--- src/rtl/neopix_tx_if.sv ---
// neopix_tx frame-buffer read port.
// The master drives the address; the slave returns data one clock later.
interface neopix_tx_if #(
  parameter int ADDR_W = 8
);
  logic [ADDR_W-1:0] RD_ADDR;
  logic [23:0]       RD_DATA;

  modport master (output RD_ADDR, input RD_DATA);
  modport slave  (input RD_ADDR, output RD_DATA);
endinterface

--- src/rtl/neopix_tx.sv ---
// neopix_tx: WS2812 NRZ line driver fed from a synchronous frame buffer.
// Sends NUM_LEDS GRB pixels MSB first, then holds DO low to latch.
module neopix_tx #(
  parameter int NUM_LEDS  = 256,
  parameter int ADDR_W    = 8,
  parameter int T0H_CYC   = 20,
  parameter int T1H_CYC   = 40,
  parameter int BIT_CYC   = 62,
  parameter int LATCH_CYC = 2500
) (
  input  logic        CLK,
  input  logic        RESET,
  input  logic        START,
  output logic        BUSY,
  output logic        DONE,
  output logic        DO,
  neopix_tx_if.master fb
);
  localparam int PH_W = $clog2(BIT_CYC);
  localparam int PX_W = ADDR_W + 1;
  localparam int LC_W = $clog2(LATCH_CYC + 1);

  localparam logic [PH_W-1:0] PH_LAST = PH_W'(BIT_CYC - 1);
  localparam logic [PH_W-1:0] PH_CAP  = PH_W'(2);
  localparam logic [PH_W-1:0] T0H     = PH_W'(T0H_CYC);
  localparam logic [PH_W-1:0] T1H     = PH_W'(T1H_CYC);
  localparam logic [PX_W-1:0] PX_END  = PX_W'(NUM_LEDS);
  localparam logic [PX_W-1:0] PX_LAST = PX_W'(NUM_LEDS - 1);
  localparam logic [LC_W-1:0] LC_LAST = LC_W'(LATCH_CYC - 1);

  typedef enum logic [1:0] {
    IDLE,
    FETCH,
    SEND,
    LATCH
  } state_t;

  state_t            state_q, state_n;
  logic [PH_W-1:0]   ph_q, ph_n;
  logic [4:0]        bit_q, bit_n;
  logic [PX_W-1:0]   px_q, px_n;
  logic [LC_W-1:0]   lc_q, lc_n;
  logic [23:0]       sh_q, sh_n;
  logic [23:0]       pf_q, pf_n;
  logic [ADDR_W-1:0] addr_q, addr_n;
  logic              do_q, do_n;
  logic              busy_q, busy_n;
  logic              done_q, done_n;

  assign BUSY      = busy_q;
  assign DONE      = done_q;
  assign DO        = do_q;
  assign fb.RD_ADDR = addr_q;

  // ph/bit/px describe the bit phase driven onto DO at the next edge;
  // px reaching NUM_LEDS marks the first cycle after the last bit.
  always_comb begin
    state_n = state_q;
    ph_n    = ph_q;
    bit_n   = bit_q;
    px_n    = px_q;
    lc_n    = lc_q;
    sh_n    = sh_q;
    pf_n    = pf_q;
    addr_n  = addr_q;
    do_n    = 1'b0;
    busy_n  = busy_q;
    done_n  = 1'b0;
    unique case (state_q)
      IDLE: begin
        addr_n = '0;
        if (START) begin
          state_n = FETCH;
          busy_n  = 1'b1;
        end
      end
      FETCH: begin
        sh_n    = fb.RD_DATA;
        ph_n    = '0;
        bit_n   = 5'd23;
        px_n    = '0;
        state_n = SEND;
      end
      SEND: begin
        if (px_q == PX_END) begin
          state_n = LATCH;
          addr_n  = '0;
          lc_n    = '0;
        end else begin
          do_n = ph_q < (sh_q[23] ? T1H : T0H);
          if (ph_q == '0 && bit_q == 5'd23 && px_q < PX_LAST)
            addr_n = ADDR_W'(px_q + PX_W'(1));
          // RAM answers the new address two edges after it is issued.
          if (ph_q == PH_CAP && bit_q == 5'd23)
            pf_n = fb.RD_DATA;
          if (ph_q == PH_LAST) begin
            ph_n = '0;
            if (bit_q == '0) begin
              bit_n = 5'd23;
              px_n  = px_q + PX_W'(1);
              sh_n  = pf_q;
            end else begin
              bit_n = bit_q - 5'd1;
              sh_n  = {sh_q[22:0], 1'b0};
            end
          end else begin
            ph_n = ph_q + PH_W'(1);
          end
        end
      end
      LATCH: begin
        if (lc_q == LC_LAST) begin
          state_n = IDLE;
          busy_n  = 1'b0;
          done_n  = 1'b1;
        end else begin
          lc_n = lc_q + LC_W'(1);
        end
      end
      default: state_n = IDLE;
    endcase
  end

  always_ff @(posedge CLK) begin
    if (RESET) begin
      state_q <= IDLE;
      ph_q    <= '0;
      bit_q   <= '0;
      px_q    <= '0;
      lc_q    <= '0;
      sh_q    <= '0;
      pf_q    <= '0;
      addr_q  <= '0;
      do_q    <= 1'b0;
      busy_q  <= 1'b0;
      done_q  <= 1'b0;
    end else begin
      state_q <= state_n;
      ph_q    <= ph_n;
      bit_q   <= bit_n;
      px_q    <= px_n;
      lc_q    <= lc_n;
      sh_q    <= sh_n;
      pf_q    <= pf_n;
      addr_q  <= addr_n;
      do_q    <= do_n;
      busy_q  <= busy_n;
      done_q  <= done_n;
    end
  end
endmodule
--- src/flat_wrapper.sv ---
// flat-port wrapper written by rule: the top's interface ports become plain ports
module neopix_tx_flat 
#(
  parameter int NUM_LEDS  = 256,
  parameter int ADDR_W    = 8,
  parameter int T0H_CYC   = 20,
  parameter int T1H_CYC   = 40,
  parameter int BIT_CYC   = 62,
  parameter int LATCH_CYC = 2500
)
  (CLK, RESET, START, BUSY, DONE, DO, fb_RD_ADDR, fb_RD_DATA);
  neopix_tx_if #(.ADDR_W(ADDR_W)) fb_i ();
  input  logic CLK;
  input  logic RESET;
  input  logic START;
  output logic BUSY;
  output logic DONE;
  output logic DO;
  output wire logic [$bits(fb_i.RD_ADDR)-1:0] fb_RD_ADDR;
  input wire logic [$bits(fb_i.RD_DATA)-1:0] fb_RD_DATA;
  assign fb_RD_ADDR = fb_i.RD_ADDR;
  assign fb_i.RD_DATA = fb_RD_DATA;
  neopix_tx #(.NUM_LEDS(NUM_LEDS), .ADDR_W(ADDR_W), .T0H_CYC(T0H_CYC), .T1H_CYC(T1H_CYC), .BIT_CYC(BIT_CYC), .LATCH_CYC(LATCH_CYC)) u_core (.CLK(CLK), .RESET(RESET), .START(START), .BUSY(BUSY), .DONE(DONE), .DO(DO), .fb(fb_i));
endmodule
--- config.mk ---
export PLATFORM = sky130hd
export DESIGN_NAME = neopix_tx_flat
export DESIGN_NICKNAME = d
export VERILOG_FILES = /design/src/rtl/neopix_tx_if.sv /design/src/rtl/neopix_tx.sv /design/src/flat_wrapper.sv
export SDC_FILE = /design/constraint.sdc
export NUM_CORES = 1
export LEC_CHECK = 0
export CAP_MARGIN = 5
export CORE_MARGIN = 2
export CORE_UTILIZATION = 40
export DETAILED_ROUTE_END_ITERATION = 8
export PLACE_DENSITY_LB_ADDON = 0.12
export SETUP_SLACK_MARGIN = 0.3
export SKIP_LAST_GASP = 1
export SLEW_MARGIN = 15
export SYNTH_ARGS = -nofsm -noshare
export SYNTH_HDL_FRONTEND = slang
export SYNTH_SLANG_ARGS = --single-unit
export TNS_END_PERCENT = 1
--- constraint.sdc ---
create_clock -name CLK -period 5.5 [get_ports CLK]
set_input_delay 0.825 -clock CLK [delete_from_list [all_inputs] [get_ports CLK]]
set_output_delay 0.825 -clock CLK [all_outputs]
set_load 0.02 [all_outputs]
==> flow_summary.json <==
{
  "status": "completed",
  "synth_seq_area_share_pct": 41.9,
  "cts.sinks": 93,
  "insertion_delay_ns": 0.38,
  "cts-buffers-inserted": 9,
  "post_cts_buffers": 0,
  "synth_edf_count": 0,
  "ctsHoldBuffers": 0,
  "finClkSkew_ns": 0.0135,
  "cts_max_level": 3,
  "yosys.cell_types.count": 52,
  "synth_xor_area_share_pct": 3.74,
  "maxCapViolCount": 0,
  "setup_viol": 0,
  "area_growth_pct": 15.2,
  "antenna_found_initial": 0,
  "drc": 0,
  "hold_end": "u_core.sh_q[22]$_SDFFE_PP0P_",
  "reg2regPathDepth": 7,
  "synthFlopType": "dfxtp_1",
  "worst_setup_path_start_kind": "flip-flop",
  "synth_adder_area_share_pct": 4.22,
  "grt_pass1_wl_mm": 16.7,
  "rrSetupSlack_ns": 2.23,
  "synth_warnings": 0,
  "cp.arrival_ns": 3.54,
  "slew_headroom_pct": 27.4,
  "grt-ovfl-total": 0,
  "wire_per_inst_um": 14.6,
  "dpl.hpwl_mm": 6.36,
  "route.vias.total": 3501,
  "multi_input_area_um2": 2430,
  "worst_ir_drop_vdd_mv": 0.230,
  "whs_path_depth": 1,
  "syn_nets": 535,
  "r2r_end": "u_core.sh_q[15]$_SDFFE_PP0P_",
  "fill_cells": 1061,
  "grtUsageTotal_pct": 17.8,
  "r2r-start": "u_core.state_q[0]$_SDFFE_PP0P_",
  "drtPass1Iterations": 4,
  "yosys.area_share.simple_pct": 19.3,
  "period_needed_ns": 3.27,
  "dieArea_um2": 12000,
  "rsz0062_at_grt": "no",
  "syn_avg_cell_area_um2": 9.01,
  "globalplace.congestion": 0.856,
  "final_nets": 561,
  "period_share_pct": 59.4,
  "diodes": 0,
  "synthMuxAreaShare_pct": 11.7,
  "ff_latch_area_um2": 1860,
  "hp-start": "u_core.sh_q[22]$_SDFFE_PP0P_",
  "std_cell_rows": 38,
  "cts_root_buf": "clkbuf_8",
  "hold_violations": 0,
  "fp.coreArea_um2": 10800,
  "synth_area_um2": 4440,
  "postRouteAntennaNets": 0,
  "die_w_um": 109,
  "p_per_area_nw_per_um2": 429,
  "hp-class": "flip-flop to flip-flop",
  "routed_wl_mm": 9.69,
  "ios": 38,
  "die_y_um": 109,
  "port_buffers": 37,
  "start_util_pct": 41.0,
  "power_leakage_nw": 1.85,
  "syn_inst": 493,
  "drv_slew": 0,
  "tns_ns": 0,
  "setup_ws_ns": 2.23,
  "worstPathMaxFanout": 58,
  "power_mw": 2.20,
  "async_reset_ff_share_pct": 0,
  "drive_gt1_share_pct": 6.87,
  "drt-initial-drc-count": 161,
  "tightest_slew_ns": 1.09,
  "synth_compound_area_share_pct": 15.4,
  "place_ws_ns": 2.26,
  "via_per_inst": 5.27,
  "required_ns": 5.77,
  "end_kind": "flip-flop",
  "max_freq_mhz": 306,
  "cts_buffer_depth": 2,
  "grt_start_max_net_pins": 59,
  "ys_seq_elements": 93,
  "cts_tree": "done",
  "critical_path_class": "flip-flop to flip-flop",
  "synth_top_family_by_area": "simple AND/OR/NAND/NOR gates",
  "final_util_pct": 47.2,
  "ctsResizeCount": 0,
  "clkTransAtPathRegs_ns": 0.09,
  "first_global_vias": 3450
}
## critical path: stages (launching register included)
cell and delay, ns:
dfxtp_1 0.33, inv_1 0.10, ha_2 0.91, inv_1 0.39, nand2_1 0.22, o21ai_1 0.29, and2_1 0.57, a22o_1 0.34
## cells in the final DEF (no fill, tap or decap), types with 3 or more instances in the layout
master           count
inv_1               16
nor3_1              11
o21ai_0              6
a31o_2               3
nor2_1              86
xnor2_1              7
nand4b_1             4
nand2b_1             8
nand4_1              9
nand3_1             14
nand2_1             25
clkinv_4             3
ha_1                14
buf_4                3
a22o_1              23
clkbuf_8             9
dfxtp_1             93
a311oi_1             4
xor2_1              12
o31ai_1              5
or3_1                4
mux2i_1             52
clkdlybuf4s50_1     36
a21oi_1             33
## cell families (layout without fill, tap and decap cells)
family	Yosys count	in the layout
mux	52	52
buf+inv	42	73
fa+ha+maj	15	15
flops	93	93
xor+xnor	19	19
simple gates	178	178
compound gates	94	94
## cells in the mapped netlist (7+ instances only)
master	instances	area, um^2
nand3_1	14	70.1
nand2_1	25	93.8
xor2_1	12	105
a22o_1	23	201
clkbuf_1	16	60.1
mux2i_1	52	521
dfxtp_1	93	1860
nor3_1	11	55.1
buf_2	8	40.0
xnor2_1	7	61.3
nand2b_1	8	50.1
nor2_1	86	323
inv_1	16	60.1
a21oi_1	33	165
ha_1	15	188
nand4_1	9	56.3
## flip-flops by register name, summed over array words and instances, names as in the netlist
name	count
u_core.BUSY	1
u_core.px_q	9
u_core.lc_q	12
u_core.pf_q	24
u_core.DONE	1
u_core.state_q	2
u_core.DO	1
u_core.sh_q	24
u_core.ph_q	6
u_core.fb.RD_ADDR	8
u_core.bit_q	5
## routing by layer
layer  GRT usage [%]  up-vias  wire (um)
li1                -     1800          -
met1            23.8     1637       4820
met2            28.0       50       4350
met3            3.08       14        297
met4            8.23        0        226
met5               0        -          0
## cell type report
cell class | instances | area share [%]
multi-input combinational | 358 | 47.5
inverter | 17 | 1.25
timing repair buffer | 40 | 7.58
clock buffer | 10 | 2.49
clock inverter | 6 | 1.42
tap | 140 | 3.42
sequential | 93 | 36.4
## how the worst max path moves through the flow
stage | endpoint | startpoint
after floorplan | u_core.lc_q[8]$_SDFFE_PP0P_ | u_core.px_q[0]$_SDFFE_PP0P_
after detailed placement | u_core.sh_q[6]$_SDFFE_PP0P_ | u_core.state_q[0]$_SDFFE_PP0P_
after CTS | u_core.sh_q[5]$_SDFFE_PP0P_ | u_core.state_q[0]$_SDFFE_PP0P_
after global placement | u_core.sh_q[9]$_SDFFE_PP0P_ | RESET
final | u_core.sh_q[15]$_SDFFE_PP0P_ | u_core.state_q[0]$_SDFFE_PP0P_
after global routing | u_core.sh_q[20]$_SDFFE_PP0P_ | u_core.state_q[0]$_SDFFE_PP0P_
## where the power goes
part           switching (mW)  total, mW  internal (mW)
clock network           0.255      0.469          0.214
registers              0.0810      0.873          0.792
logic                   0.507      0.856          0.349
total                   0.843       2.20           1.35
## metrics by stage
| step | instance area, um^2 | hold slack, ns | std cells |
|---|---|---|---|
| floorplan | 4440 | 0.441 | 493 |
| global placement | 4920 | 0.459 | 648 |
| detailed placement | 4920 | 0.465 | 648 |
| CTS | 5120 | 0.492 | 664 |
| global route | 5120 | 0.509 | 664 |
| finish | 5120 | 0.487 | 664 |
No activity file was read; power rests on OpenSTA's default activity.
